### config.mk
export PLATFORM = sky130hd
export DESIGN_NAME = drv_cp_out
export DESIGN_NICKNAME = d
export VERILOG_FILES = /design/src/rtl/drv_cp_out.sv
export SDC_FILE = /design/constraint.sdc
export NUM_CORES = 1
export LEC_CHECK = 0
export CORE_ASPECT_RATIO = 0.9
export CORE_MARGIN = 2
export CORE_UTILIZATION = 45
export CTS_BUF_LIST = sky130_fd_sc_hd__clkbuf_16
export CTS_CLUSTER_DIAMETER = 80
export DETAILED_ROUTE_END_ITERATION = 10
export PLACE_DENSITY = 0.74
export SLEW_MARGIN = 15
export SYNTH_ARGS = -nofsm -noshare
export SYNTH_HDL_FRONTEND = slang
export SYNTH_SLANG_ARGS = --single-unit
### constraint.sdc
create_clock -name clk_sys -period 2.3 [get_ports clk_sys]
set_input_delay 0.46 -clock clk_sys [delete_from_list [all_inputs] [get_ports clk_sys]]
set_output_delay 0.46 -clock clk_sys [all_outputs]
set_load 0.1 [all_outputs]
### src/rtl/drv_cp_out.sv
// -----------------------------------------------------------------------------
// drv_cp_out -- control-panel output driver
//
// Sends CPU state to the front panel as 5-byte frames over a byte-wide
// valid/ready link. A frame goes out after reset, whenever the live inputs
// differ from what was last sent, on a periodic refresh, and on request.
//
// Frame layout, byte 0 first:
//   B0 = {4'b1010, rotary}   B1 = dw[15:8]   B2 = dw[7:0]
//   B3 = leds[15:8]          B4 = leds[7:0]
// (the panel numbers bits 0..15 from the MSB, so panel dw[0:7] is dw[15:8] here)
//
// Ports
//   clk_sys      in   system clock, all state on the rising edge
//   rst_n        in   asynchronous reset, active low
//   panel_ready  in   panel link up; frames start only while high
//   dw           in   16-bit data word shown on the panel lamps
//   leds         in   16 status lamps
//   rotary       in   rotary switch position echo
//   force_req    in   1-cycle pulse: send a frame even if nothing changed
//   tx_data      out  byte to panel (holds its last value while tx_valid=0)
//   tx_valid     out  tx_data valid
//   tx_ready     in   panel accepts the byte when tx_valid & tx_ready
//   busy         out  high while a frame or the trailing gap is in progress
//   frame_done   out  1-cycle pulse after the last byte is accepted
//
// Parameters
//   REFRESH_CYCLES  clocks between refresh frames; 0 disables refresh
//   GAP_CYCLES      idle clocks inserted after each frame; 0 = no gap
// -----------------------------------------------------------------------------
module drv_cp_out #(
    parameter int REFRESH_CYCLES = 50000,
    parameter int GAP_CYCLES     = 4
) (
    input  logic        clk_sys,
    input  logic        rst_n,
    input  logic        panel_ready,
    input  logic [15:0] dw,
    input  logic [15:0] leds,
    input  logic [3:0]  rotary,
    input  logic        force_req,
    output logic [7:0]  tx_data,
    output logic        tx_valid,
    input  logic        tx_ready,
    output logic        busy,
    output logic        frame_done
);

    localparam logic [1:0] ST_IDLE = 2'd0;
    localparam logic [1:0] ST_SEND = 2'd1;
    localparam logic [1:0] ST_GAP  = 2'd2;

    localparam logic [2:0] LAST_IDX = 3'd4;
    localparam int REF_W    = (REFRESH_CYCLES > 1) ? $clog2(REFRESH_CYCLES) : 1;
    localparam int GAP_W    = (GAP_CYCLES > 1) ? $clog2(GAP_CYCLES) : 1;
    localparam int GAP_LAST = (GAP_CYCLES > 0) ? GAP_CYCLES - 1 : 0;

    logic [1:0]       state_reg;
    logic [2:0]       idx_reg;
    logic [39:0]      shadow_reg;
    logic [35:0]      last_reg;      // {rotary, dw, leds} of the last complete frame
    logic             dirty_reg;
    logic             refresh_due_reg;
    logic             force_pend_reg;
    logic [GAP_W-1:0] gap_cnt_reg;
    logic [7:0]       tx_data_reg;
    logic             tx_valid_reg;
    logic             frame_done_reg;

    logic [35:0] live_fields;
    logic        change;
    logic        trigger;
    logic        start;
    logic        accept;
    logic        abort;
    logic        last_accept;
    logic        refresh_tick;
    logic [2:0]  next_idx;
    logic [7:0]  shadow_byte [5];

    // Byte view of the frozen frame, B0 in the top byte.
    genvar gi;
    generate
        for (gi = 0; gi < 5; gi++) begin : g_bytes
            assign shadow_byte[gi] = shadow_reg[39 - 8*gi -: 8];
        end
    endgenerate

    assign live_fields = {rotary, dw, leds};
    assign change      = (live_fields != last_reg);
    // force_req is included directly so a pulse arriving in IDLE starts at once.
    assign trigger     = dirty_reg | change | refresh_due_reg | force_pend_reg | force_req;
    assign start       = (state_reg == ST_IDLE) & panel_ready & trigger;
    assign accept      = tx_valid_reg & tx_ready;
    // Losing the link mid-frame wins over a simultaneous accept.
    assign abort       = (state_reg == ST_SEND) & ~panel_ready;
    assign last_accept = (state_reg == ST_SEND) & panel_ready & accept & (idx_reg == LAST_IDX);
    assign next_idx    = idx_reg + 3'd1;

    // Refresh counter runs in every state and restarts when a frame completes.
    generate
        if (REFRESH_CYCLES > 0) begin : g_refresh
            logic [REF_W-1:0] ref_cnt_reg;

            always_ff @(posedge clk_sys or negedge rst_n) begin
                if (!rst_n) begin
                    ref_cnt_reg <= '0;
                end else if (refresh_tick || last_accept) begin
                    ref_cnt_reg <= '0;
                end else begin
                    ref_cnt_reg <= ref_cnt_reg + REF_W'(1);
                end
            end

            assign refresh_tick = (ref_cnt_reg == REF_W'(REFRESH_CYCLES - 1));
        end else begin : g_no_refresh
            assign refresh_tick = 1'b0;
        end
    endgenerate

    always_ff @(posedge clk_sys or negedge rst_n) begin
        if (!rst_n) begin
            state_reg       <= ST_IDLE;
            idx_reg         <= '0;
            shadow_reg      <= '0;
            last_reg        <= '0;
            dirty_reg       <= 1'b1;
            refresh_due_reg <= 1'b0;
            force_pend_reg  <= 1'b0;
            gap_cnt_reg     <= '0;
            tx_data_reg     <= '0;
            tx_valid_reg    <= 1'b0;
            frame_done_reg  <= 1'b0;
        end else begin
            frame_done_reg <= 1'b0;

            // A refresh falling due on the start edge is kept for the next frame.
            if (refresh_tick) begin
                refresh_due_reg <= 1'b1;
            end else if (start) begin
                refresh_due_reg <= 1'b0;
            end

            if (start) begin
                force_pend_reg <= 1'b0;
            end else if (force_req) begin
                force_pend_reg <= 1'b1;
            end

            case (state_reg)
                ST_IDLE: begin
                    if (start) begin
                        shadow_reg   <= {4'b1010, live_fields};
                        idx_reg      <= '0;
                        tx_data_reg  <= {4'b1010, rotary};
                        tx_valid_reg <= 1'b1;
                        dirty_reg    <= 1'b0;
                        state_reg    <= ST_SEND;
                    end
                end

                ST_SEND: begin
                    if (abort) begin
                        // last_reg is left alone so the whole frame is resent later.
                        tx_valid_reg <= 1'b0;
                        dirty_reg    <= 1'b1;
                        state_reg    <= ST_IDLE;
                    end else if (last_accept) begin
                        tx_valid_reg   <= 1'b0;
                        frame_done_reg <= 1'b1;
                        last_reg       <= shadow_reg[35:0];
                        gap_cnt_reg    <= '0;
                        state_reg      <= (GAP_CYCLES > 0) ? ST_GAP : ST_IDLE;
                    end else if (accept) begin
                        idx_reg     <= next_idx;
                        tx_data_reg <= shadow_byte[next_idx];
                    end
                end

                ST_GAP: begin
                    if (gap_cnt_reg == GAP_W'(GAP_LAST)) begin
                        state_reg <= ST_IDLE;
                    end else begin
                        gap_cnt_reg <= gap_cnt_reg + GAP_W'(1);
                    end
                end

                default: begin
                    state_reg    <= ST_IDLE;
                    tx_valid_reg <= 1'b0;
                end
            endcase
        end
    end

    assign tx_data    = tx_data_reg;
    assign tx_valid   = tx_valid_reg;
    assign frame_done = frame_done_reg;
    assign busy       = (state_reg != ST_IDLE);

endmodule

Yosys cells after proc, flatten, opt, wreduce, memory -nomap -nowiden
Cells that the tools add are included.
{ "totals": {"reg_bits": 109, "out_inout_bits": 11, "inputBits": 41, "elab_cells": 96} }
{ "classes": {"eq_ne": 15, "n_reduce_logical": 14, "n_addsub": 3, "bitwise_logic": 15, "muxes": 36, "magnitude_cmp": 1} }
{ "op_table": {"columns": ["operator", "count"], "rows": [
  ["2-to-1 mux 8 bit", 6],
  ["!= test 36 bit", 1],
  ["binary-select mux 8 bit (select 3 bit)", 1],
  ["adder 16 x 1 -> 16 bit, second input constant", 1],
  ["== test 16 bit, second input constant", 1],
  ["2-to-1 mux 16 bit", 1],
  ["!= test 2 bit, second input constant", 8],
  ["one-hot mux 8 bit (2 select lines)", 1],
  ["2-to-1 mux 2 bit", 7],
  ["2-to-1 mux 3 bit", 4],
  ["AND reduction 3 bit", 4],
  ["2-to-1 mux 1 bit", 11],
  ["nonzero test 2 bit", 5],
  ["AND 1 bit", 7],
  ["one-hot mux 2 bit (3 select lines)", 1],
  ["one-hot mux 3 bit (2 select lines)", 1],
  ["AND reduction 5 bit", 1],
  ["== test 2 bit, second input constant", 2],
  ["greater-or-equal comparator 4 bit, second input constant", 1],
  ["inverter 3 -> 4 bit", 1],
  ["OR 1 bit", 4],
  ["one-hot mux 2 bit (2 select lines)", 1],
  ["AND reduction 4 bit", 1],
  ["adder 3 x 1 -> 3 bit, second input constant", 1],
  ["10 further kinds", 12]
]} }

Longest topological paths before layout
{ "logic_depth": {"word_depth": 9, "depth_mapped": 9, "mapped_depth_nobuf": 8} }

Least setup slack after synthesis
OpenSTA, ideal clock, no wires.
{ "synth_path": {"path_type": "register -> register", "from": "register idx_reg[0]", "to": "register tx_data_reg[3] (netlist: tx_data[3])", "synth_period_minus_slack_ns": 2.389, "path_stages_with_launch": 10, "setup_time_ns": 0.126, "n_path_buf": 3, "slack_ns": -0.089, "required_time_ns": 2.174, "t_arrival_ns": 2.263, "path_cell_list": "dfrtp_1 buf_2 inv_1 ha_1 clkbuf_1 clkbuf_1 mux4_2 nand3_1 nand2_1 mux2_2"} }
{ "synth_via": {"elab_chain_cells": 9, "elab_cells_between_ends": 13, "cone_classes": "add/sub: 1; eq/ne: 2; mux: 7; bitwise: 2; reduce/logical: 1"} }
{ "synth_rtl": {"columns": ["item", "line", "rtl"], "rows": [
  ["start: declaration", "59", "logic [2:0] idx_reg;"],
  ["start signal: assignment", "175", "idx_reg <= next_idx;"],
  ["adder 3 x 1 -> 3 bit", "98", "assign next_idx = idx_reg + 3'd1;"],
  ["inverter 3 -> 4 bit (implied by the code)", "176", "tx_data_reg <= shadow_byte[next_idx];"],
  ["binary-select mux 8 bit (select 3 bit)", "176", null],
  ["2-to-1 mux 8 bit (implied by the code) (2 in series)", "176", null],
  ["2-to-1 mux 8 bit", "174", "end else if (accept) begin"],
  ["2-to-1 mux 8 bit", "168", "end else if (last_accept) begin"],
  ["2-to-1 mux 8 bit", "163", "if (abort) begin"],
  ["one-hot mux 8 bit (2 select lines)", "150", "case (state_reg)"],
  ["end signal: assignment", "155", "tx_data_reg <= {4'b1010, rotary};"],
  ["end signal: assignment", "176", null],
  ["end: declaration", "66", "logic [7:0] tx_data_reg;"]
]} }
Parallel ways exist; a longest one is shown, timed or not. The select of a mux whose other input is x is not followed.
A chain may end at the register's enable or synchronous reset.

Worst setup path in the final report
{ "layout_path": {"from": "input dw[2]", "to": "register shadow_reg[2] (netlist: shadow_byte[2])"} }
{ "layout_via": {"elab_chain_cells": 7} }
{ "layout_rtl": {"columns": ["item", "line", "rtl"], "rows": [
  ["start: declaration", "38", "input logic [15:0] dw,"],
  ["!= test 36 bit", "90", "assign change = (live_fields != last_reg);"],
  ["OR 1 bit (4 in series)", "92", "assign trigger = dirty_reg | change | refresh_due_reg | force_pend_reg | force_req;"],
  ["AND 1 bit", "93", "assign start = (state_reg == ST_IDLE) & panel_ready & trigger;"],
  ["AND reduction 2 bit (no source line)", null, null],
  ["end signal: assignment", "153", "shadow_reg <= {4'b1010, live_fields};"],
  ["end: declaration", "60", "logic [39:0] shadow_reg;"]
]} }
No other way between the ends.

==> flow_summary.yaml <==
run_status:
  status: "complete, but fails checks"
  violations: "setup timing"
floorplan:
  ioPinCount: 52
  start_util: 0.465
  die_h_um: 105
  die-area_um2: 12200
  core_um2: 10900
  rows: 36
  die_width_um: 116
critical_path:
  cp-start-kind: "primary input"
  endpoint: "shadow_byte[2]"
  regToRegEndpoint: "shadow_byte[2]"
  path_max_fanout: 6
  r2r-start: "last_reg[0]"
  r2r_cells: 8
  r2r_slack_ns: 0
  crit_arrival_ns: 2.56
  worstPathRequired_ns: 2.54
  crit_type: "in -> reg"
  crit_start: "dw[2]"
  crit_path_end_kind: "flip-flop"
final_layout:
  final_cell_mix: "dfrtp_1 (108), mux2_2 (61), buf_4 (33), nor2_1 (26), xnor2_1 (25)"
  area_growth_pct: 27.0
  final_common_cell: "dfrtp_1"
  antennaDiodeCount: 0
  final_nets: 525
  stdcell_area_um2: 6460
  drive_gt1_frac: 0.328
  largest_reg_flops: 37
yosys:
  syn_inst: 397
  synth_cell_types: 43
  synth-seq-cells: 109
  netlist_area_um2: 5090
  ys_seq_area_frac: 0.536
  ys_warn_count: 0
  syn-num-nets: 442
  yosysTopAreaCellShare: 0.531
  synth_edf_count: 0
  synth-main-ff-cell: "dfrtp_1"
  syn_area_per_cell_um2: 12.8
  ys_async_sr_fraction: 1.00
  yosys-top-cells-area: "dfrtp_1 (53%), mux2_2 (16%), xnor2_1 (4.8%), xor2_1 (4.1%), mux4_2 (2.7%)"
  yosysTopAreaCell: "dfrtp_1"
global_route:
  grt_max_degree: 110
  grt_antenna_before_repair: 0
  grtUsageTotal: 0.194
  overflow: 0
  grt_pass1_vias: 3499
  grt_pass1_wl_mm: 17.8
sta:
  rsz0062_at_grt: "yes"
  fin_crit_sh: 1.01
  max-slew-margin-rel: 0.540
  period_needed_ns: 2.33
  holdWs_ns: 0.155
  slew_violations: 0
  worst_slew_pin_slew_ns: 0.684
  finalHoldViolCount: 0
  setup_violations: 19
  setup_ws_ns: -0.0252
  max_freq_mhz: 430
  finalClockSkew_ns: 0.0108
placed_design:
  place.gp.congestion: 0.829
  io_buffers: 51
  hpwl_mm: 7.66
  place_area_um2: 5930
route:
  dr_total_vias: 3378
  drt-total-wl_mm: 11.1
  drt.antenna.violating_nets: 0
  drcViolationCount: 0
  wl_per_cell_um: 17.5
  vias_per_cell: 5.30
  initialDrtViolationCount: 217
  drtPass1Iterations: 4
power_and_ir_drop:
  vdd_drop_max_mv: 0.611
  power_leakage_nw: 2.92
  power_mw: 8.10
  p_per_area_nw_per_um2: 1250
clock_tree:
  clock_insertion_delay_worst_skew_ns: 0.36
  clock_sinks: 109
  numCtsBuffers: 9
  clk_pin_slew_ns: 0.07
  cts_buffer_depth: 2
  clockRootBuffer: "clkbuf_16"
  cts_tree: "yes"
  h-tree-depth: 3
hold_path:
  holdCritPathClass: "in -> async"
run:
  cap_viol_max_count: 0
-- per-layer routing --
metal / up-vias / wire length [µm] / GRT usage
met5: - / 0 / 0
met4: 0 / 244 / 0.0697
met3: 21 / 477 / 0.0481
met2: 80 / 5270 / 0.305
met1: 1708 / 5160 / 0.262
li1: 1569 / - / -
-- kinds of logic (layout without fill, tap and decap cells) --
family	count (synthesis)	count (layout)	synth area share
DFF	109	109	0.536
and+or+nand+nor	100	100	0.0998
muxes	86	86	0.203
xor gates and xnor gates	52	52	0.0895
AOI/OAI and AO/OA	24	24	0.0381
buffers and inverters	22	110	0.0238
adders and majority gates	4	4	0.00983
-- per-stage QoR --
step,std cells,util,setup slack (ns),TNS [ns]
global placement,615,0.542,-0.535,-24.17
finish,637,0.591,-0.0252,-0.185
global route,637,0.591,-0.112,-3.76
CTS,635,0.582,0.00884,0
floorplan,397,-,0.0198,0
detailed placement,615,0.542,-0.589,-26.51
-- area by class of cell --
type                    instances  area (µm²)
fillers                       890        4480
clock inverters                 7        72.6
flip-flops and latches        109        2730
well taps                     152         190
repair buffers                 86         838
clock buffers                   9         225
inverters                       8        30.0
multi-input cells             266        2380
-- what timing repair did --
action                                  CTS  global route
cloned                                    1             1
endpoints found under the setup margin   43            41
pin swaps                                14             6
setup buffers                             3             4
gates resized for setup                  40            19
hold buffers                              0             0
-- power breakdown --
group | leakage, nW | switching [mW] | internal (mW)
sequential | 1.35 | 0.619 | 2.65
combinational | 1.42 | 1.70 | 1.55
clock | 0.149 | 0.725 | 0.851
-- synth_stat cells, types with 5 or more instances --
cell        n
nand3_1    17
nand2b_1    5
mux2_2     74
dfrtp_1   108
xor2_1     24
xnor2_1    28
a22oi_1     6
nor4_1      6
mux4_2      6
nand2_1    17
nand4_1     9
nor3_1      7
nor2_1     27
buf_2       6
inv_1       8
-- critical path, stage by stage --
cell	delay, ns
clkdlybuf4s50_1	0.44
xor2_1	0.16
nor4_1	0.30
buf_4	0.20
nand4_4	0.12
o211ai_4	0.24
buf_12	0.16
buf_8	0.14
mux2_2	0.34
-- worst min path at each step --
| stage | end | slack [ns] | cells after the start |
|---|---|---|---|
| floorplan | force_pend_reg | 0.16 | 0 |
| global placement | refresh_due_reg | 0.46 | 1 |
| detailed placement | refresh_due_reg | 0.48 | 1 |
| CTS | shadow_byte[30] | 0.20 | 2 |
| global route | frame_done | 0.22 | 2 |
| finish | frame_done | 0.16 | 2 |
(Power assumes the default switching activity.)
